File: config.mk
export PLATFORM = sky130hd
export DESIGN_NAME = mul_operand_seq
export DESIGN_NICKNAME = d
export VERILOG_FILES = /design/src/rtl/mul_operand_seq.sv
export SDC_FILE = /design/constraint.sdc
export NUM_CORES = 1
export LEC_CHECK = 0
export ABC_AREA = 1
export BUFFER_PORTS_ARGS = -buffer_cell sky130_fd_sc_hd__buf_2
export CAP_MARGIN = 40
export CORE_MARGIN = 5
export CORE_UTILIZATION = 35
export DETAILED_ROUTE_END_ITERATION = 10
export SETUP_SLACK_MARGIN = 0.1
export SYNTH_ARGS = -nofsm -noshare
export SYNTH_HDL_FRONTEND = slang
export SYNTH_SLANG_ARGS = --single-unit
File: constraint.sdc
create_clock -name clk -period 2.3 [get_ports clk]
set_input_delay 0.115 -clock clk [delete_from_list [all_inputs] [get_ports clk]]
set_output_delay 0.115 -clock clk [all_outputs]
set_load 0.05 [all_outputs]
File: src/rtl/mul_operand_seq.sv
// Operand sequencer in front of the repeated-addition multiplier core.
// Takes an (a, b) pair, feeds the larger operand then the smaller one over
// the core's shared bus, waits for done (or gives up after TIMEOUT cycles),
// clears the core and hands the product downstream. Zero operands skip the
// core entirely.
module mul_operand_seq #(
    parameter int WIDTH   = 16,
    parameter int TIMEOUT = 70000,
    parameter int TW      = 17
) (
    input  logic             clk,
    input  logic             rst,
    input  logic             in_valid,
    output logic             in_ready,
    input  logic [WIDTH-1:0] in_a,
    input  logic [WIDTH-1:0] in_b,
    output logic             mul_start,
    output logic [WIDTH-1:0] mul_data,
    input  logic             mul_done,
    input  logic [WIDTH-1:0] mul_product,
    output logic             mul_clr,
    output logic             out_valid,
    input  logic             out_ready,
    output logic [WIDTH-1:0] out_product,
    output logic             out_err,
    output logic             busy
);

    typedef enum logic [2:0] {
        S_IDLE,
        S_START,
        S_LOAD_A,
        S_LOAD_B,
        S_WAIT,
        S_CLEAR,
        S_OUT
    } state_t;

    state_t           state_q, state_d;
    logic             armed_q;
    logic [WIDTH-1:0] big_q, big_d;
    logic [WIDTH-1:0] small_q, small_d;
    logic [WIDTH-1:0] prod_q, prod_d;
    logic             err_q, err_d;
    logic [TW-1:0]    cnt_q, cnt_d;
    logic             accept;

    localparam logic [TW-1:0] CNT_LAST = TW'(TIMEOUT - 1);

    // armed_q keeps in_ready low while rst is held, even though state is IDLE
    assign accept = in_valid && in_ready;

    // Next-state logic and operand/result register updates
    always_comb begin
        state_d = state_q;
        big_d   = big_q;
        small_d = small_q;
        prod_d  = prod_q;
        err_d   = err_q;
        cnt_d   = cnt_q;
        case (state_q)
            S_IDLE: begin
                if (accept) begin
                    // Larger operand is loaded as A; the smaller one becomes
                    // the core's down-count so the core finishes sooner.
                    if (in_a >= in_b) begin
                        big_d   = in_a;
                        small_d = in_b;
                    end else begin
                        big_d   = in_b;
                        small_d = in_a;
                    end
                    if ((in_a == '0) || (in_b == '0)) begin
                        prod_d  = '0;
                        err_d   = 1'b0;
                        state_d = S_OUT;
                    end else begin
                        state_d = S_START;
                    end
                end
            end
            S_START:  state_d = S_LOAD_A;
            S_LOAD_A: state_d = S_LOAD_B;
            S_LOAD_B: begin
                cnt_d   = '0;
                state_d = S_WAIT;
            end
            S_WAIT: begin
                cnt_d = cnt_q + TW'(1);
                // done wins over a timeout landing on the same edge
                if (mul_done) begin
                    prod_d  = mul_product;
                    err_d   = 1'b0;
                    state_d = S_CLEAR;
                end else if (cnt_q == CNT_LAST) begin
                    prod_d  = '0;
                    err_d   = 1'b1;
                    state_d = S_CLEAR;
                end
            end
            S_CLEAR:  state_d = S_OUT;
            S_OUT: begin
                if (out_ready) begin
                    state_d = S_IDLE;
                end
            end
            default:  state_d = S_IDLE;
        endcase
    end

    // State and datapath registers; reset aborts straight to IDLE
    always_ff @(posedge clk or posedge rst) begin
        if (rst) begin
            state_q <= S_IDLE;
            armed_q <= 1'b0;
            big_q   <= '0;
            small_q <= '0;
            prod_q  <= '0;
            err_q   <= 1'b0;
            cnt_q   <= '0;
        end else begin
            state_q <= state_d;
            armed_q <= 1'b1;
            big_q   <= big_d;
            small_q <= small_d;
            prod_q  <= prod_d;
            err_q   <= err_d;
            cnt_q   <= cnt_d;
        end
    end

    // Outputs decoded from the state register and held registers only
    always_comb begin
        in_ready    = armed_q && (state_q == S_IDLE);
        mul_start   = (state_q == S_START);
        mul_clr     = (state_q == S_CLEAR);
        out_valid   = (state_q == S_OUT);
        busy        = (state_q != S_IDLE);
        out_product = prod_q;
        out_err     = err_q;
        mul_data    = '0;
        if (state_q == S_LOAD_A) begin
            mul_data = big_q;
        end else if (state_q == S_LOAD_B) begin
            mul_data = small_q;
        end
    end

endmodule

==> results_dict.tcl, run 1 <==
set metrics [dict create \
    yosysMostFrequentCell "nand2_1" \
    dp_slack_ns 0.477 \
    drcViolationCount 0 \
    grt-ovfl-total 0 \
    slew_violations 0 \
    yosysUniqueCellTypes 27 \
    io-pin-count 91 \
    hp-class "primary input to flop" \
    fin_ws_ns 0.286 \
    hpwl_um 8200 \
    synthCells 611 \
    cpLargestDelayFamily "buffers and inverters" \
    cts_tree "yes" \
    cts-buffers-inserted 9 \
    cp_num_buf_inv 3 \
    r2r-start "state_q[0]$_DFFE_PP0P_" \
    synthFlopType "dfrtp_1" \
    drv_cap 0 \
    timing.final.crit_share 0.876 \
    coreArea_sq_um 11900 \
    clkLatencyLatePin_ns 0.33 \
    fin_crit_ns 2.01 \
    path_max_fanout 9 \
    fmax_mhz 496 \
    drt_wl_total_um 10900 \
    rsz0062_at_grt "no" \
    ant_nets 0 \
    row_count 40 \
    wl_per_cell_um 12.5 \
    hold_violations 0 \
    netlist.area_leader.share 0.415 \
    crit_start "state_q[0]$_DFFE_PP0P_" \
    initial_core_util 0.355 \
    drt_iter0_drc 188 \
    outcome "finished clean" \
    synth_nets 681 \
    cp.arrival_ns 1.90 \
    clk_pin_slew_ns 0.05 \
    h-tree-depth 3 \
    synth_area_sq_um 4220 \
    tns_ns 0 \
    dr.pass1.iters 4 \
    hold_slack_ns 0.0610 \
    nets 789 \
    design_area_sq_um 5320 \
    antenna_found_initial 0 \
    yosys-top-cells-area "dfrtp_1 41%, nand2_1 20%, nand3_1 9.7%, inv_1 7.7%, ha_1 5.0%" \
    via_per_inst 4.72 \
    synth_common_cells "220 x nand2_1, 87 x inv_1, 82 x nand3_1, 70 x dfrtp_1, 34 x nor2_1" \
    vdd_ir_drop_max_uv 428 \
    synth.avg_cell_area_sq_um 6.91 \
    synth_edf_count 0 \
    cts_root_buffer "clkbuf_16" \
    fin_skew_ns 0.00547 \
    n_antenna_cell 0 \
    io_buffers 90 \
    cp-start-kind "flop" \
    dpl_cell_area_sq_um 4860 \
    cp.required_ns 2.18 \
    setup_violations 0 \
    yosysTopAreaCell "dfrtp_1" \
    die-area_sq_um 14400 \
    clk_path_buf_depth 2 \
    ys_seq_elements 70 \
    synthToLayoutAreaGrowth_pct 26.0 \
    postLayoutCoreUtil 0.447 \
    ys_async_sr_fraction 1.00 \
    slowest_delay_ns 0.46 \
    cp_cell_sequence "inv_1, nor3_2, buf_4, nand2_1, o21ai_0, buf_2" \
    dieHeight_um 120 \
    grt_use_total 0.157 \
    min_from "mul_done" \
    cts_sinks 70 \
    ys_warn_count 0 \
    cp_slowest_cell "dfrtp_1" \
    critical_path_class "flop to output pin" \
    via_count 4108 \
    grt_pass1_wl_um 18400 \
    grt_max_degree 71 \
    leakage_nw 2.95 \
    yosysSeqAreaShare 0.415 \
    drive_above_1_share 0.177 \
    die_w_um 120 \
    gp_congestion 0.891 \
    crit_path_end_kind "output pin" \
    power.density_nw_per_um2 1090 \
    grt_pass1_vias 3960 \
]
what timing repair did:
| item | 4_1_cts | 5_1_grt |
|---|---|---|
| resized for setup | 1 | 0 |
| endpoints found under the setup margin | 1 | 0 |
| buffers inserted | 0 | 0 |
| hold endpoints to repair | 86 | 0 |
| hold buffers | 17 | 0 |
area by class of cell:
| class | count | area, sq um |
|---|---|---|
| Timing Repair Buffer | 118 | 716 |
| Tap cell | 147 | 184 |
| Sequential cell | 70 | 1750 |
| Clock inverter | 4 | 47.5 |
| Clock buffer | 12 | 236 |
| Inverter | 91 | 342 |
| Fill cell | 1227 | 6590 |
| Multi-Input combinational cell | 429 | 2040 |
stage by stage:
stage	instances	total power [mW]
2_1_floorplan	611	3.84
4_1_cts	871	5.85
3_5_place_dp	838	4.46
5_1_grt	871	6.21
3_3_place_gp	838	4.41
6_report	871	5.78
worst paths after layout:
check / end / slack (ns) / cells past startpoint
setup / recovery: mul_data[6] / 0.29 / 6
hold / removal: out_err$_DFFE_PP0P_ / 0.06 / 4
setup reg to reg: big_q[7]$_DFFE_PP0P_ / 0.51 / 8
hold reg to reg: out_err$_DFFE_PP0P_ / 0.46 / 2
max in group asynchronous: cnt_q[11]$_DFFE_PP0P_ / 1.60 / 4
min in group asynchronous: out_product[8]$_DFFE_PP0P_ / 0.41 / 4
layer usage:
| metal | vias up | GRT usage | part of all wire |
|---|---|---|---|
| met5 | - | 0 | 0 |
| met4 | 0 | 0.0472 | 0.0083 |
| met3 | 6 | 0.0306 | 0.042 |
| met2 | 94 | 0.254 | 0.45 |
| met1 | 1866 | 0.213 | 0.50 |
| li1 | 2142 | - | - |
logic make-up (layout without fill, tap and decap cells):
kind of cell,count (synthesis),after routing,synth area share
and+or+nand+nor,363,363,0.368
xor gates and xnor gates,1,1,0.00207
buffers and inverters,112,225,0.104
DFF,70,70,0.415
AOI/OAI and AO/OA,47,47,0.0604
other,1,1,0.000888
adders and majority gates,17,17,0.0504
worst reg2reg max path, cell delays in order, from the launching register on:
cell     delay (ns)
dfrtp_1        0.45
nor2_4         0.15
nand2_4        0.09
nor2_4         0.12
nand2_4        0.21
inv_2          0.14
buf_4          0.31
nand3_1        0.18
nand2_1        0.08
sequential cells by signal, summed over array words and instances (netlist names):
signal       flops
armed_q          1
big_q           16
cnt_q           17
out_err          1
out_product     16
small_q         16
state_q          3
layout by cell type, fill, tap and decap left out:
cell / instances
ha_1: 17
clkinv_2: 2
nor4_1: 2
nor2_2: 1
inv_2: 5
conb_1: 1
a21oi_1: 8
bufinv_16: 1
nand3_1: 81
nand2_1: 220
a32oi_1: 1
nor3_1: 5
a22oi_1: 2
clkbuf_16: 9
nor3_2: 2
nand3_2: 1
o21a_1: 1
buf_12: 1
buf_4: 10
inv_1: 86
dfrtp_1: 70
buf_2: 90
o21ai_0: 31
nand2_4: 3
nor2_4: 2
nor2_1: 34
o22ai_1: 1
nand4_1: 12
xor2_1: 1
a32o_1: 1
clkinvlp_4: 1
a31oi_1: 2
clkbuf_1: 3
dlygate4sd3_1: 17
report_power, final:
part | switching, mW | total [mW] | internal, mW
clock | 0.503 | 1.34 | 0.836
sequential | 0.268 | 1.96 | 1.69
combinational | 1.79 | 2.49 | 0.693
No activity file was read; power rests on OpenSTA's default activity.
==> inputs of run 2 (changes only) <==
- CORE_MARGIN: 5 -> 8
==> run 2 against run 1 <==
Non-clock buffer count stayed put. Setup slack worse by 0.056 ns. Final area rose by 0.12%. Critical path type unchanged.
==> results_dict.tcl, run 2 (synthesis gave the netlist of run 1 again) <==
set metrics [dict create \
    cts_root_buffer "clkbuf_16" \
    dpl_cell_area_sq_um 4850 \
    drt_wl_total_um 11300 \
    dp_cells 838 \
    via_per_inst 4.77 \
    cp-start-kind "flop" \
    grt_pass1_vias 4106 \
    grt_use_total 0.147 \
    gp_congestion 0.837 \
    min_from "mul_done" \
    hold_end "out_err$_DFFE_PP0P_" \
    fin_skew_ns 0.00947 \
    clk_path_buf_depth 2 \
    ant_nets 0 \
    coreArea_sq_um 11900 \
    wl_per_cell_um 12.9 \
    initial_core_util 0.355 \
    r2r.worst_path.cells 8 \
    path_max_fanout 16 \
    hold_slack_ns 0.0733 \
    holdPathStages 4 \
    setup_violations 0 \
    final_cell_mix "220 x nand2_1, 89 x buf_2, 86 x inv_1" \
    critical_path_class "flop to output pin" \
    fillerInstances 1247 \
    rsz0062_at_grt "yes" \
    ff2ff_setup_slack_ns 0.48 \
    stdcell_count 871 \
    cp.required_ns 2.18 \
    hold_violations 0 \
    worstMarginPinSlew_ns 0.504 \
    dr.pass1.iters 5 \
    vdd_ir_drop_max_uv 486 \
    fin_total_pwr_mw 5.87 \
    outcome "finished clean" \
    clkLatencyLatePin_ns 0.33 \
    antenna_found_initial 0 \
    cts-buffers-inserted 9 \
    timing.final.crit_share 0.900 \
    grt_max_degree 34 \
    h-tree-depth 3 \
    die-area_sq_um 15800 \
    drive_above_1_share 0.180 \
    drv_cap 0 \
    drcViolationCount 0 \
    via_count 4153 \
    die_w_um 126 \
    dieHeight_um 126 \
    hp-class "primary input to flop" \
    nets 789 \
    n_antenna_cell 0 \
    layout_commonest_cell "nand2_1" \
    fin_crit_ns 2.07 \
    largest_register "cnt_q" \
    rr_endpoint "big_q[13]$_DFFE_PP0P_" \
    tns_ns 0 \
    drt_iter0_drc 327 \
    clk_pin_slew_ns 0.06 \
    p_clk_frac 0.238 \
    design_area_sq_um 5330 \
    netSwitchingPower_mw 2.65 \
    fmax_mhz 483 \
    cts_sinks 70 \
    pwr-share-seq 0.336 \
    row_count 40 \
    leakage_nw 2.95 \
    r2r-start "state_q[0]$_DFFE_PP0P_" \
    p_comb_frac 0.426 \
    power.density_nw_per_um2 1100 \
    largest_reg_flops 17 \
    grt-ovfl-total 0 \
    crit_path_end_kind "output pin" \
    synthToLayoutAreaGrowth_pct 26.1 \
    timing.slew.headroom 0.661 \
    cell_internal_pwr_mw 3.23 \
    switching_share 0.451 \
    grt_pass1_wl_um 19400 \
    hpwl_um 8680 \
    io-pin-count 91 \
    io_buffers 90 \
    cp.arrival_ns 1.95 \
    slew_violations 0 \
    cts_tree "yes" \
]
-- run 2: cell types whose count changed in the layout (fill, tap and decap cells not counted), sizes merged --
cell	previous run	this run
clkinv	2	1
clkinvlp	1	2
inv	91	94
buf	101	100
clkbuf	12	10
-- run 2: worst max path at each step --
| stage | from | to | slack, ns | cells past startpoint |
|---|---|---|---|---|
| after detailed placement | state_q[0]$_DFFE_PP0P_ | out_product[15]$_DFFE_PP0P_ | 0.48 | 12 |
| after global routing | state_q[1]$_DFFE_PP0P_ | mul_data[6] | 0.08 | 6 |
| after global placement | state_q[0]$_DFFE_PP0P_ | out_product[0]$_DFFE_PP0P_ | 0.53 | 12 |
| after floorplan | state_q[2]$_DFFE_PP0P_ | mul_data[10] | 0.19 | 4 |
| after CTS | state_q[2]$_DFFE_PP0P_ | mul_data[12] | 0.20 | 5 |
| final | state_q[1]$_DFFE_PP0P_ | mul_data[6] | 0.23 | 6 |
-- run 2: stage by stage --
step	setup slack (ns)	utilization
6_report	0.230	0.447
5_1_grt	0.0770	0.447
4_1_cts	0.198	0.447
3_5_place_dp	0.478	0.407
3_3_place_gp	0.527	0.407
2_1_floorplan	0.193	-
-- run 2: power by group through the flow --
stage	Combinational, mW	Clock, mW	Sequential [mW]
floorplan	1.47	0	2.37
global placement	2.46	0	1.98
detailed placement	2.50	0	1.98
CTS	2.53	1.44	1.97
global route	2.80	1.49	2.02
finish	2.50	1.40	1.97
-- run 2: cell type report --
cell class | instances | area [sq um] | area share
clock inverter | 7 | 80.1 | 0.0150
tap | 147 | 184 | 0.0345
timing repair buffer | 118 | 706 | 0.132
multi-input combinational | 429 | 2040 | 0.383
clock buffer | 9 | 225 | 0.0423
inverter | 91 | 342 | 0.0641
sequential | 70 | 1750 | 0.329
-- run 2: worst max-delay path, cell delays in order, from the launching register on --
cell      delay, ns
dfrtp_1        0.40
inv_1          0.11
nor3_2         0.31
buf_4          0.28
nand2_1        0.06
o21ai_0        0.14
clkbuf_4       0.31
-- run 2: timing repair --
item,in CTS,in global routing
hold buffers,17,0
gates resized for setup,0,1
setup buffers,0,0
endpoints found under the setup margin,0,3
endpoints found under the hold margin,35,0
-- run 2: metal layers --
| metal | vias up | track usage | share of wire |
|---|---|---|---|
| met5 | - | 0 | 0 |
| met1 | 1872 | 0.202 | 0.50 |
| li1 | 2142 | - | - |
| met2 | 129 | 0.226 | 0.44 |
| met3 | 10 | 0.0274 | 0.051 |
| met4 | 0 | 0.0495 | 0.012 |
==> inputs of run 3 (changes only) <==
- CELL_PAD_IN_SITES_DETAIL_PLACEMENT: not set -> 1
- CELL_PAD_IN_SITES_GLOBAL_PLACEMENT: not set -> 1
- PLACE_DENSITY_LB_ADDON: not set -> 0.1
==> run 3 against run 2 <==
Clock skew shrank 0.0022 ns. First-iteration DRC count shrank 28%. Power grew 0.42%. Critical path depth is the same. Setup slack gained 0.050 ns. Critical path type unchanged. Clock power shrank 3%. Combinational power grew 2%. Register-to-register slack lost 0.05 ns. Final area shrank 0.45%.
==> results_dict.tcl, run 3 (synthesis gave the netlist of run 1 again) <==
set metrics [dict create \
    outcome "finished clean" \
    initial_core_util 0.355 \
    largest_register "cnt_q" \
    grt_pass1_wl_um 22500 \
    fin_skew_ns 0.00725 \
    n_antenna_cell 0 \
    grt-ovfl-total 0 \
    fillerInstances 1563 \
    hpwl_um 9810 \
    timing.slew.headroom 0.627 \
    ff_latch_area_sq_um 1750 \
    cp-start-kind "flop" \
    drcViolationCount 0 \
    gp_congestion 0.741 \
    cts_tree "yes" \
    cts_sinks 70 \
    io_buffers 90 \
    setup_violations 0 \
    grt_use_total 0.172 \
    hp-class "primary input to flop" \
    critical_path_class "flop to output pin" \
    drive_above_1_share 0.178 \
    cts-buffers-inserted 9 \
    antenna_found_initial 0 \
    design_area_sq_um 5300 \
    io-pin-count 91 \
    hold_violations 0 \
    power.density_nw_per_um2 1110 \
    layout_commonest_cell "nand2_1" \
    drt_wl_total_um 13100 \
    cts_setup_buffers 0 \
    largest_reg_flops 17 \
    die-area_sq_um 15800 \
    holdPathStages 3 \
    vdd_ir_drop_max_uv 381 \
    grt_max_degree 47 \
    nets 786 \
    die_w_um 126 \
    ant_nets 0 \
    timing.final.crit_share 0.878 \
    grt_pass1_vias 4617 \
    fmax_mhz 495 \
    cp.arrival_ns 1.91 \
    coreArea_sq_um 11900 \
    r2r.worst_path.cells 8 \
    slew_violations 0 \
    clk_pin_slew_ns 0.06 \
    rsz0062_at_grt "no" \
    clk_path_buf_depth 2 \
    h-tree-depth 3 \
    via_count 4295 \
    synthToLayoutAreaGrowth_pct 25.6 \
    cts_root_buffer "clkbuf_16" \
    worstMarginPinSlew_ns 0.559 \
    fin_crit_ns 2.02 \
    cp.required_ns 2.18 \
    crit_path_end_kind "output pin" \
    clkLatencyLatePin_ns 0.33 \
    leakage_nw 2.94 \
    path_max_fanout 9 \
    wl_per_cell_um 15.1 \
    final_cell_mix "220 x nand2_1, 90 x buf_2, 86 x inv_1" \
    dr.pass1.iters 4 \
    drt_iter0_drc 237 \
    dieHeight_um 126 \
    via_per_inst 4.95 \
    tns_ns 0 \
    dpl_cell_area_sq_um 4860 \
    multi_input_area_sq_um 2050 \
    drv_cap 0 \
    row_count 40 \
]
[run 3: cell count changes in the layout (fill, tap and decap cells not counted), sizes merged]
cell | before | now
inv | 94 | 91
clkbuf | 10 | 12
dlygate4sd3 | 17 | 15
clkinv | 1 | 2
clkinvlp | 2 | 1
[run 3: path summary, 6_finish.rpt]
path | startpoint | to | slack, ns
min reg2reg | out_product[5]$_DFFE_PP0P_ | out_product[5]$_DFFE_PP0P_ | 0.47
max reg2reg | state_q[1]$_DFFE_PP0P_ | big_q[14]$_DFFE_PP0P_ | 0.43
min | mul_product[12] | out_product[12]$_DFFE_PP0P_ | 0.003
max in group asynchronous | rst | big_q[4]$_DFFE_PP0P_ | 1.27
min in group asynchronous | rst | out_product[9]$_DFFE_PP0P_ | 0.38
max | state_q[1]$_DFFE_PP0P_ | mul_data[15] | 0.28
[run 3: routing by layer]
metal / wire (um) / track usage / share of wire / vias up
met3: 359 / 0.0304 / 0.027 / 9
met2: 6410 / 0.295 / 0.49 / 79
met5: 0 / 0 / 0 / -
met1: 6200 / 0.217 / 0.47 / 2070
met4: 140 / 0.0467 / 0.011 / 0
li1: - / - / - / 2137
[run 3: power breakdown]
group / switching [mW] / total [mW] / internal, mW
combinational: 1.87 / 2.56 / 0.696
sequential: 0.280 / 1.97 / 1.69
clock: 0.527 / 1.36 / 0.837
total: 2.67 / 5.90 / 3.22
[run 3: area by class of cell]
cell class	count	share of cell area
clock buffers	12	0.0446
clock inverters	4	0.00896
inverters	91	0.0644
multi-input cells	429	0.387
flip-flops and latches	70	0.330
well taps	147	0.0347
repair buffers	115	0.130
[run 3: critical path: stages (launching register included)]
cell     delay, ns
dfrtp_1       0.45
inv_1         0.12
nor3_2        0.26
buf_4         0.23
nand2_1       0.06
o21ai_1       0.14
buf_2         0.31
[run 3: what timing repair did]
| action | in CTS | in global routing |
|---|---|---|
| pin swaps | 0 | 0 |
| resized for setup | 2 | 1 |
| endpoints found under the setup margin | 16 | 5 |
| endpoints found under the hold margin | 38 | 0 |
| hold buffers | 15 | 0 |
[run 3: stage by stage]
step | setup slack [ns] | hold WS (ns) | cells | util | total power [mW]
after detailed placement | 0.126 | 0.216 | 837 | 0.408 | 4.55
after CTS | 0.101 | 0.00426 | 868 | 0.445 | 5.96
final | 0.280 | 0.00337 | 868 | 0.445 | 5.90
after global placement | 0.194 | 0.201 | 837 | 0.408 | 4.46
after global routing | 0.150 | 0.0215 | 868 | 0.445 | 6.35
after floorplan | 0.193 | 0.232 | 611 | - | 3.84
